$ cat src/rtl/cpu_nic.sv
// cpu_nic: responder side of the processor NIC access port.
// One 64-bit input channel buffer (router -> core) and one 64-bit output
// channel buffer (core -> router), each with a full flag the core can poll.
// Optional feature macro: CPU_NIC_POLARITY_EN (virtual-channel phase gating
// of the output channel through the net_polarity port).
module cpu_nic #(
   parameter int unsigned DATA_WIDTH = 64,
   parameter int unsigned ADDR_WIDTH = 2
) (
   input  logic                  clk,
   input  logic                  rst,
   input  logic                  nicEn,
   input  logic                  nicEnWr,
   input  logic [ADDR_WIDTH-1:0] adder_nic,
   input  logic [DATA_WIDTH-1:0] nic_dataIn,
   output logic [DATA_WIDTH-1:0] nic_dataOut,
   output logic                  net_so,
   input  logic                  net_ro,
   output logic [DATA_WIDTH-1:0] net_do,
   input  logic                  net_si,
   output logic                  net_ri,
   input  logic [DATA_WIDTH-1:0] net_di
`ifdef CPU_NIC_POLARITY_EN
   ,
   input  logic                  net_polarity
`endif
);

   localparam logic [ADDR_WIDTH-1:0] SEL_IN_BUF  = ADDR_WIDTH'(0);
   localparam logic [ADDR_WIDTH-1:0] SEL_IN_STAT = ADDR_WIDTH'(1);
   localparam logic [ADDR_WIDTH-1:0] SEL_OUT_BUF = ADDR_WIDTH'(2);
   localparam logic [ADDR_WIDTH-1:0] SEL_OUT_STAT = ADDR_WIDTH'(3);

   logic [DATA_WIDTH-1:0] in_buf;
   logic [DATA_WIDTH-1:0] out_buf;
   logic [DATA_WIDTH-1:0] rd_data;
   logic                  in_full;
   logic                  out_full;
   logic                  rd_en;
   logic                  wr_en;
   logic                  send;
   logic                  recv;

   assign rd_en = nicEn & ~nicEnWr;
   assign wr_en = nicEn & nicEnWr;

`ifdef CPU_NIC_POLARITY_EN
   // A packet is offered only while its phase bit matches the router phase.
   assign net_so = out_full & (out_buf[DATA_WIDTH-1] == net_polarity);
`else
   assign net_so = out_full;
`endif
   assign net_do = out_buf;
   assign net_ri = ~in_full;

   assign send = net_so & net_ro;
   assign recv = net_si & ~in_full;

   // Read mux: status bits are the pre-edge flag values.
   always_comb begin
      rd_data = '0;
      unique case (adder_nic)
         SEL_IN_BUF:   rd_data = in_buf;
         SEL_IN_STAT:  rd_data = DATA_WIDTH'(in_full);
         SEL_OUT_BUF:  rd_data = '0;
         SEL_OUT_STAT: rd_data = DATA_WIDTH'(out_full);
         default:      rd_data = '0;
      endcase
   end

   // Output channel: accept a core write only when empty, drain on handshake.
   // Fill and drain are exclusive because both depend on the pre-edge flag.
   always_ff @(posedge clk or posedge rst) begin
      if (rst) begin
         out_buf  <= '0;
         out_full <= 1'b0;
      end else if (wr_en && (adder_nic == SEL_OUT_BUF) && !out_full) begin
         out_buf  <= nic_dataIn;
         out_full <= 1'b1;
      end else if (send) begin
         out_full <= 1'b0;
      end
   end

   // Input channel: capture from the router when empty, release on core read.
   // Arrival requires in_full=0, so it can never collide with a release.
   always_ff @(posedge clk or posedge rst) begin
      if (rst) begin
         in_buf  <= '0;
         in_full <= 1'b0;
      end else if (recv) begin
         in_buf  <= net_di;
         in_full <= 1'b1;
      end else if (rd_en && (adder_nic == SEL_IN_BUF)) begin
         in_full <= 1'b0;
      end
   end

   // Registered read port; zero on every edge without a read.
   always_ff @(posedge clk or posedge rst) begin
      if (rst) begin
         nic_dataOut <= '0;
      end else if (rd_en) begin
         nic_dataOut <= rd_data;
      end else begin
         nic_dataOut <= '0;
      end
   end

endmodule

$ cat config.mk
export PLATFORM = sky130hd
export DESIGN_NAME = cpu_nic
export DESIGN_NICKNAME = d
export VERILOG_FILES = /design/src/rtl/cpu_nic.sv
export SDC_FILE = /design/constraint.sdc
export NUM_CORES = 1
export LEC_CHECK = 0
export CORE_UTILIZATION = 49
export CTS_BUF_LIST = sky130_fd_sc_hd__clkbuf_8
export CTS_CLUSTER_SIZE = 28
export DETAILED_ROUTE_END_ITERATION = 12
export PLACE_DENSITY_LB_ADDON = 0.08
export SLEW_MARGIN = 25
export SYNTH_ARGS = -nofsm -noshare
export SYNTH_HDL_FRONTEND = slang
export SYNTH_SLANG_ARGS = --single-unit
export TNS_END_PERCENT = 50
$ cat constraint.sdc
create_clock -name clk -period 19.16 [get_ports clk]
set_input_delay 5.748 -clock clk [delete_from_list [all_inputs] [get_ports clk]]
set_output_delay 5.748 -clock clk [all_outputs]
set_load 0.05 [all_outputs]
==> run metrics <==
status=finished, final reports clean; clock share of power=19.0%; Post-Route Utilization=73.0%; Comb pwr share=34.5%; CP Capture Point=net_ri; register area share after synthesis=67.8%; most common cell in the synthesized netlist=dfrtp_1; fillers=896; # IOs=266; worst hold start=in_buf[18]$_DFFE_PP0P_; Fin Setup TNS=0 ns; reg2reg end=net_do[19]$_DFFE_PP0P_; total nets after synthesis=555; initial antenna violation count=0; Primary FF master, synth=dfrtp_1; routed length per instance=17.2 um; PostCTS Resize Cnt=0; number of global-route vias before repair=4218; Critical path origin=in_full$_DFFE_PP0P_; Slew Limit Fails=0; CP max FO=3; CTS Hold Bufs=0; Synth Area in Simple Gates=6.48%; Slew @ Worst Pin=0.864 ns; clock sink total=194; final hold vios=0; worst vdd ir=0.0681 mV; Switch Pwr=0.411 mW; Crit path arrival time=1.78 ns; beginning of the worst register-to-register path=net_so$_DFFE_PP0P_; dominant cells by area after synthesis=dfrtp_1 68%, mux2_2 12%, mux2_4 10%, and2_1 5.5%, buf_12 1.4%; Worst Hold Class=reg -> reg; drt drc=0; crit end category=primary output; Syn. warnings=0; Pwr Density=119 nW/um^2; Post-DP Area=9910 um^2; clk_skew=0.0134 ns; CTS Buffer Depth=2; Syn Area/Cell=17.1 um^2; cell area after layout=10300 um^2; Post-DP HPWL=10700 um; CTS tree=yes; Sw Ratio=33.7%; Synth async-reset ratio=100%; Power Internal=0.807 mW; Synth-to-Final Area Change=43.2%; drt pass-1 iters=4; fmax=133 MHz; Die H=123 um; Skew-Pair Late Insertion Delay=0.46 ns; synth cell count leaders=194 x dfrtp_1, 79 x mux2_2, 63 x and2_1, 49 x mux2_4, 7 x buf_2; Setup CP Type=reg -> out; post-synth top area cell=dfrtp_1; Synth Area in Adders=0%; Core Area=14000 um^2; Post-Syn Instances=419; sequential share of power=46.5%; slew margin rel.=42.4%; Seq cells post-synth=194; fin nets=823; total grt overflow=0; CTS H-tree depth=4; area share of the leading cell type in the synthesized netlist=67.8%; reg2reg setup slack=17.31 ns; Storage cell area=4850 um^2; total CTS buffers=17; row count=43; R2R depth=3; fin crit period=7.53 ns; iteration-0 DRC count of the detailed router=238; xor and xnor area share after synthesis=0%; global-route wire length before repair=22800 um; Die ar.=15100 um^2; Netlist Area Pre-Place=7160 um^2; Initial Utilization=51.0%; post-synthesis mux area share=22.8%; period utilization=39.3%; GP Congestion=0.815; I/O Buffers=265; Worst-path clk slew=0.10 ns; pin count of the biggest net entering global routing=120; post-CTS setup buffers=0; required time worst endpoint=13.41 ns; Setup WS pre-CTS=11.18 ns; # Max-Cap Violations=0; EDFF count, synth=0; all-layer global routing usage=21.0%; Worst Slack Setup Final=11.63 ns; Ant. Diodes=0; unrepaired setup endpoints after global routing=false; area of the multi-input gates=2130 um^2; Startpoint Class=flop; static leakage=4.51 nW; post-synthesis cell type count=20; final setup violation count=0; Avg Vias per Cell=4.75; total routed wirelength=15100 um; Die Width=123 um; hold_ws=0.477 ns; layout cells sized above 1=23.7%; post-synthesis compound-gate area fraction=0.280%; largest family of logic cells by synthesized area=multiplexers; Detail Route Antenna Nets=0; Vias=4172; CTS root buffer=clkbuf_8
## worst min path at each step
| stage | end | cells after the start | slack (ns) |
|---|---|---|---|
| final | nic_dataOut[18]$_DFF_PP0_ | 1 | 0.48 |
| after CTS | nic_dataOut[49]$_DFF_PP0_ | 1 | 0.48 |
| after floorplan | nic_dataOut[10]$_DFF_PP0_ | 1 | 0.45 |
| after global routing | nic_dataOut[52]$_DFF_PP0_ | 1 | 0.50 |
| after global placement | nic_dataOut[53]$_DFF_PP0_ | 1 | 0.46 |
| after detailed placement | nic_dataOut[49]$_DFF_PP0_ | 1 | 0.46 |
## power groups by stage
stage | registers, mW | logic, mW | clock network, mW
2_1_floorplan | 0.701 | 0.153 | 0
3_3_place_gp | 0.570 | 0.415 | 0
3_5_place_dp | 0.576 | 0.424 | 0
4_1_cts | 0.568 | 0.425 | 0.242
5_1_grt | 0.582 | 0.442 | 0.257
6_report | 0.567 | 0.420 | 0.231
## cells in the final DEF, fill, tap and decap left out, types with 2 or more instances in the layout
master | netlist | layout
buf_4 | 1 | 2
mux2_2 | 79 | 79
clkinv_4 | 0 | 3
inv_1 | 3 | 4
dfrtp_1 | 194 | 194
inv_6 | 0 | 5
clkbuf_8 | 0 | 17
clkdlybuf4s50_1 | 0 | 265
mux2_4 | 49 | 49
nor3_4 | 2 | 2
clkinvlp_4 | 0 | 4
buf_6 | 1 | 2
and2_1 | 63 | 63
## worst max-delay path, stage by stage (launching register included)
cell and delay (ns):
dfrtp_1 0.43, inv_1 0.09, clkdlybuf4s50_1 0.80
## kinds of logic (layout without fill, tap and decap cells)
family | count (synthesis) | after routing
multiplexers | 129 | 129
buffers and inverters | 23 | 303
AO/OA/AOI/OAI | 3 | 3
flip-flops | 194 | 194
AND/OR/NAND/NOR | 70 | 70
## sequential cells by signal, indices dropped and copies added, names as in the netlist
signal	count
in_buf	64
net_do	64
nic_dataOut	64
in_full	1
net_so	1
## metal layers
layer | vias to the layer above | share of wire [%] | global-route usage [%]
li1 | 1938 | - | -
met1 | 2059 | 38 | 23.9
met2 | 157 | 50 | 34.4
met3 | 18 | 9.9 | 9.55
met4 | 0 | 1.5 | 8.31
met5 | - | 0 | 0
## through the flow
stage / std cells / total power [mW]
floorplan: 419 / 0.854
global placement: 848 / 0.985
global route: 879 / 1.28
finish: 879 / 1.22
detailed placement: 848 / 1.00
CTS: 879 / 1.24
## final cells by class
cell class	instances	area share, %
clock buffer	17	2.28
clock inverter	14	1.05
inverter	3	0.183
multi-input combinational	202	20.7
sequential	194	47.3
tap	180	2.20
timing repair buffer	269	26.2
Power figures use the tool's default switching activity.
